File: config.mk
export PLATFORM = sky130hd
export DESIGN_NAME = decodificador_3a7_temporizado
export DESIGN_NICKNAME = d
export VERILOG_FILES = /design/src/rtl/decodificador_pkg.sv /design/src/rtl/deco_3a7.sv /design/src/rtl/decodificador_3a7_temporizado.sv
export SDC_FILE = /design/constraint.sdc
export NUM_CORES = 1
export LEC_CHECK = 0
export ABC_AREA = 0
export BUFFER_PORTS_ARGS = -buffer_cell sky130_fd_sc_hd__buf_2
export CAP_MARGIN = 30
export CORE_AREA = 2 2 39 41
export CTS_CLUSTER_SIZE = 14
export DETAILED_ROUTE_END_ITERATION = 8
export DIE_AREA = 0 0 41 43
export HOLD_SLACK_MARGIN = 0.08
export SETUP_SLACK_MARGIN = 0.05
export SYNTH_ARGS = -nofsm -noshare
export SYNTH_HDL_FRONTEND = slang
export SYNTH_SLANG_ARGS = --single-unit
File: constraint.sdc
create_clock -name clk -period 3.8 [get_ports clk]
set_input_delay 0.57 -clock clk [delete_from_list [all_inputs] [get_ports clk]]
set_output_delay 0.57 -clock clk [all_outputs]
set_load 0.005 [all_outputs]
File: src/rtl/decodificador_pkg.sv
// Shared types and one-hot line constants for the 7-to-3 encoder / 3-to-7 decoder pair.
package decodificador_pkg;

  typedef enum logic [1:0] {
    REPOSO = 2'd0,
    ACTIVO = 2'd1,
    PAUSA  = 2'd2
  } estado_t;

  localparam logic [6:0] DEFECTO = 7'b0000000;
  localparam logic [6:0] UNO     = 7'b0000001;
  localparam logic [6:0] DOS     = 7'b0000010;
  localparam logic [6:0] TRES    = 7'b0000100;
  localparam logic [6:0] CUATRO  = 7'b0001000;
  localparam logic [6:0] CINCO   = 7'b0010000;
  localparam logic [6:0] SEIS    = 7'b0100000;
  localparam logic [6:0] SIETE   = 7'b1000000;

endpackage

File: src/rtl/deco_3a7.sv
// Combinational 3-bit code to one-hot line; code 000 (and anything unmapped) gives DEFECTO.
module deco_3a7
  import decodificador_pkg::*;
(
  input  logic [2:0] codigo,
  output logic [6:0] linea
);

  always_comb begin
    linea = DEFECTO;
    case (codigo)
      3'b001:  linea = UNO;
      3'b010:  linea = DOS;
      3'b011:  linea = TRES;
      3'b100:  linea = CUATRO;
      3'b101:  linea = CINCO;
      3'b110:  linea = SEIS;
      3'b111:  linea = SIETE;
      default: linea = DEFECTO;
    endcase
  end

endmodule

File: src/rtl/decodificador_3a7_temporizado.sv
// Timed 3-to-7 decoder: one-hot pulse of PULSO cycles per accepted code, then a 1-cycle guard gap.
// Optional DECO_REDISPARO_EN: accept codes while ACTIVO to retrigger (nonzero) or cancel (000).
module decodificador_3a7_temporizado
  import decodificador_pkg::*;
#(
  parameter int PULSO = 4
) (
  input  logic       clk,
  input  logic       rst,
  input  logic [2:0] Codigo,
  input  logic       Valido,
  output logic       Listo,
  output logic [6:0] Salida,
  output logic       Ocupado
);

  localparam int            CW    = (PULSO > 1) ? $clog2(PULSO) : 1;
  localparam logic [CW-1:0] CARGA = CW'(PULSO - 1);

  estado_t       estado, estado_sig;
  logic [CW-1:0] cuenta, cuenta_sig;
  logic [6:0]    salida_sig;
  logic [6:0]    linea;
  logic          acepta;

  deco_3a7 u_deco (
    .codigo (Codigo),
    .linea  (linea)
  );

`ifdef DECO_REDISPARO_EN
  assign Listo = ((estado == REPOSO) || (estado == ACTIVO)) && !rst;
`else
  assign Listo = (estado == REPOSO) && !rst;
`endif

  assign acepta  = Valido && Listo;
  assign Ocupado = (estado != REPOSO);

  always_ff @(posedge clk) begin
    if (rst) begin
      estado <= REPOSO;
      Salida <= DEFECTO;
      cuenta <= '0;
    end else begin
      estado <= estado_sig;
      Salida <= salida_sig;
      cuenta <= cuenta_sig;
    end
  end

  always_comb begin
    estado_sig = estado;
    salida_sig = Salida;
    cuenta_sig = cuenta;
    case (estado)
      REPOSO: begin
        salida_sig = DEFECTO;
        // Code 000 is consumed here without leaving REPOSO.
        if (acepta && (Codigo != 3'b000)) begin
          salida_sig = linea;
          cuenta_sig = CARGA;
          estado_sig = ACTIVO;
        end
      end
      ACTIVO: begin
`ifdef DECO_REDISPARO_EN
        if (acepta) begin
          if (Codigo != 3'b000) begin
            salida_sig = linea;
            cuenta_sig = CARGA;
          end else begin
            salida_sig = DEFECTO;
            estado_sig = PAUSA;
          end
        end else
`endif
        if (cuenta != '0) begin
          cuenta_sig = cuenta - 1'b1;
        end else begin
          salida_sig = DEFECTO;
          estado_sig = PAUSA;
        end
      end
      PAUSA: begin
        salida_sig = DEFECTO;
        estado_sig = REPOSO;
      end
      default: begin
        salida_sig = DEFECTO;
        estado_sig = REPOSO;
      end
    endcase
  end

endmodule

==> results_dict.tcl <==
set metrics [dict create \
    outcome "complete, no violations" \
    drt_iter0_markers 3 \
    grtUsageTotal 0.119 \
    grt_start_max_net_pins 12 \
    finClkSkew_ps 2.80 \
    min_from "Salida[4]" \
    met3_length_um 82 \
    worst_slew_pin_slew_ps 735 \
    start_util 0.335 \
    post_cts_buffers 0 \
    path_max_fanout 7 \
    grt_pass1_vias 348 \
    synth_nets 55 \
    dr_wl_met2_um 345 \
    holdPathEnd "Salida[4]" \
    m1WireLength_um 444 \
    fin_util 0.417 \
    ant_nets 0 \
    ctsResizeCount 0 \
    antenna_found_initial 0 \
    ys_ff_latch 11 \
    fin_nets 73 \
    power_mw 0.228 \
    cts_sinks 11 \
    finalHoldViolCount 0 \
    reg2reg_from "cuenta[0]" \
    hold_buffers 0 \
    syn_inst 48 \
    port_buffers 14 \
    start_kind "register" \
    yosys_warnings 0 \
    combPwrFrac 0.110 \
    die-height_um 43 \
    drc_errors 0 \
    fin_crit_sh 0.460 \
    hold_ws_ps 446 \
    p_leak_nw 0.248 \
    ys_types 21 \
    worstReg2RegEnd "cuenta[1]" \
    dieArea_sq_um 1760 \
    reg2reg_slack_ps 2050 \
    cp.arrival_ps 1940 \
    pin_count 15 \
    rows 14 \
    end_kind "register" \
    cts_tree "yes" \
    swShare 0.248 \
    final_cell_count_no_fill 81 \
    synth_ff_type "dfxtp_1" \
    postSynthAreaPerCell_sq_um 9.67 \
    top_layer "met4" \
    post-route-min-period_ps 1750 \
    grt_first_pass_wirelength_mm 1.39 \
    cts.htree.levels 1 \
    r2r_cells 5 \
    p_int_mw 0.171 \
    setup_violations 0 \
    clockBufferDepth 2 \
    syn-cell-area_sq_um 464 \
    seq_area_frac_synth 0.474 \
    clockRootBuffer "clkbuf_4" \
    num_vias 400 \
    timing.hold.worst.class "reg -> reg" \
    power_frac_seq 0.535 \
    clk-insertion-delay-late_ps 270 \
    routabilityCongestion 0.684 \
    wirelength_um 883 \
    dp_cells 77 \
    power_density_nw_per_um2 395 \
    routedWlPerCell_um 10.9 \
    crit_type "reg -> reg" \
    power_switching_mw 0.0566 \
    cts_made_buffers 3 \
    fmax_mhz 572 \
    cap_violations 0 \
    synth_edf_count 0 \
    firstDrtPassIters 2 \
    synth-async-reset-ratio 0 \
    grt-ovfl-total 0 \
    rsz0062_at_grt "false" \
    viasPerCell 4.94 \
    antenna_cells 0 \
    clkPwrFrac 0.355 \
    die_w_um 41 \
    fillers 150 \
    area_growth_pct 24.3 \
    placeableCoreArea_sq_um 1380 \
    drive_above_1_share 0.323 \
    required_ps 3990 \
    ir_worst_vdd_v 0.000200 \
    relSlewSlack 0.509 \
    slew_violations 0 \
    setup-tns-final_ps 0 \
    clkSlewWorstSetupHoldPaths_ps 70 \
    hold_depth 2 \
]
[synthesized netlist by cell type, types with 2 or more instances]
| library cell | number | share of area |
|---|---|---|
| inv_1 | 3 | 0.024 |
| a21oi_1 | 6 | 0.065 |
| nor2_1 | 3 | 0.024 |
| o21ai_0 | 2 | 0.022 |
| nand4b_1 | 3 | 0.057 |
| nand2_1 | 6 | 0.049 |
| dfxtp_1 | 11 | 0.47 |
[per-layer routing]
| layer | global-route usage | vias to the layer above |
|---|---|---|
| met4 | 0.0400 | 0 |
| met2 | 0.159 | 15 |
| met5 | 0 | - |
| li1 | - | 208 |
| met3 | 0.0785 | 2 |
| met1 | 0.149 | 175 |
[kinds of logic (layout without fill, tap and decap cells)]
| logic type | after synthesis | count (layout) | share of synthesized area |
|---|---|---|---|
| simple gates | 21 | 21 | 0.326 |
| buf+inv | 4 | 21 | 0.0323 |
| flops | 11 | 11 | 0.474 |
| compound gates | 11 | 11 | 0.140 |
| fa+ha+maj | 1 | 1 | 0.0269 |
[worst max-delay path, cell delays in order, from the launching register on]
cell	delay (ps)
dfxtp_1	330
inv_1	50
ha_1	220
nor3b_1	620
a21oi_1	180
a211oi_1	260
[power groups by stage]
stage | Combinational, mW | Sequential (mW) | Clock, mW
after floorplan | 0.0151 | 0.124 | 0
after global placement | 0.0250 | 0.125 | 0
after detailed placement | 0.0253 | 0.125 | 0
after CTS | 0.0253 | 0.122 | 0.0836
after global routing | 0.0288 | 0.122 | 0.0904
final | 0.0252 | 0.122 | 0.0809
[sequential cells by signal, indices dropped and copies added (netlist names)]
signal  flops
estado      2
cuenta      2
Salida      7
[metrics by stage]
| stage | instance area [sq um] | setup WS [ps] |
|---|---|---|
| 2_1_floorplan | 464 | 2270 |
| 5_1_grt | 577 | 1870 |
| 4_1_cts | 577 | 2030 |
| 3_5_place_dp | 551 | 1990 |
| 3_3_place_gp | 551 | 2030 |
| 6_report | 577 | 2050 |
[cell usage in the layout, fill, tap and decap left out]
cell type  synthesis  routed
or3_1              1       1
or2_2              1       1
clkbuf_1           1       1
nand2_1            6       6
and4b_2            1       1
buf_2              0      14
or4b_1             1       1
ha_1               1       1
nor4b_1            1       1
dfxtp_1           11      11
a32o_1             1       1
clkbuf_4           0       3
a21oi_1            6       6
a211oi_1           1       1
nand4b_1           3       3
o21ai_0            2       2
nand3_1            1       1
nor4b_4            1       1
inv_1              3       3
nor3b_1            1       1
nor2_1             3       3
and4bb_2           1       1
a21o_1             1       1
[cell type report]
cell class / instances / area, sq um / area share
sequential: 11 / 220 / 0.382
clock buffer: 4 / 26.3 / 0.0456
multi-input combinational: 33 / 229 / 0.397
inverter: 3 / 11.3 / 0.0195
timing repair buffer: 14 / 70.1 / 0.121
tap: 16 / 20.0 / 0.0347
[worst max path at each step]
stage,start,to,slack (ps)
6_report,cuenta[0],cuenta[1],2050
5_1_grt,cuenta[0],cuenta[1],1870
4_1_cts,cuenta[0],cuenta[1],2030
3_5_place_dp,rst,Salida[1],1990
3_3_place_gp,rst,Salida[1],2030
2_1_floorplan,rst,Salida[1],2270
No activity file was read; power rests on OpenSTA's default activity.
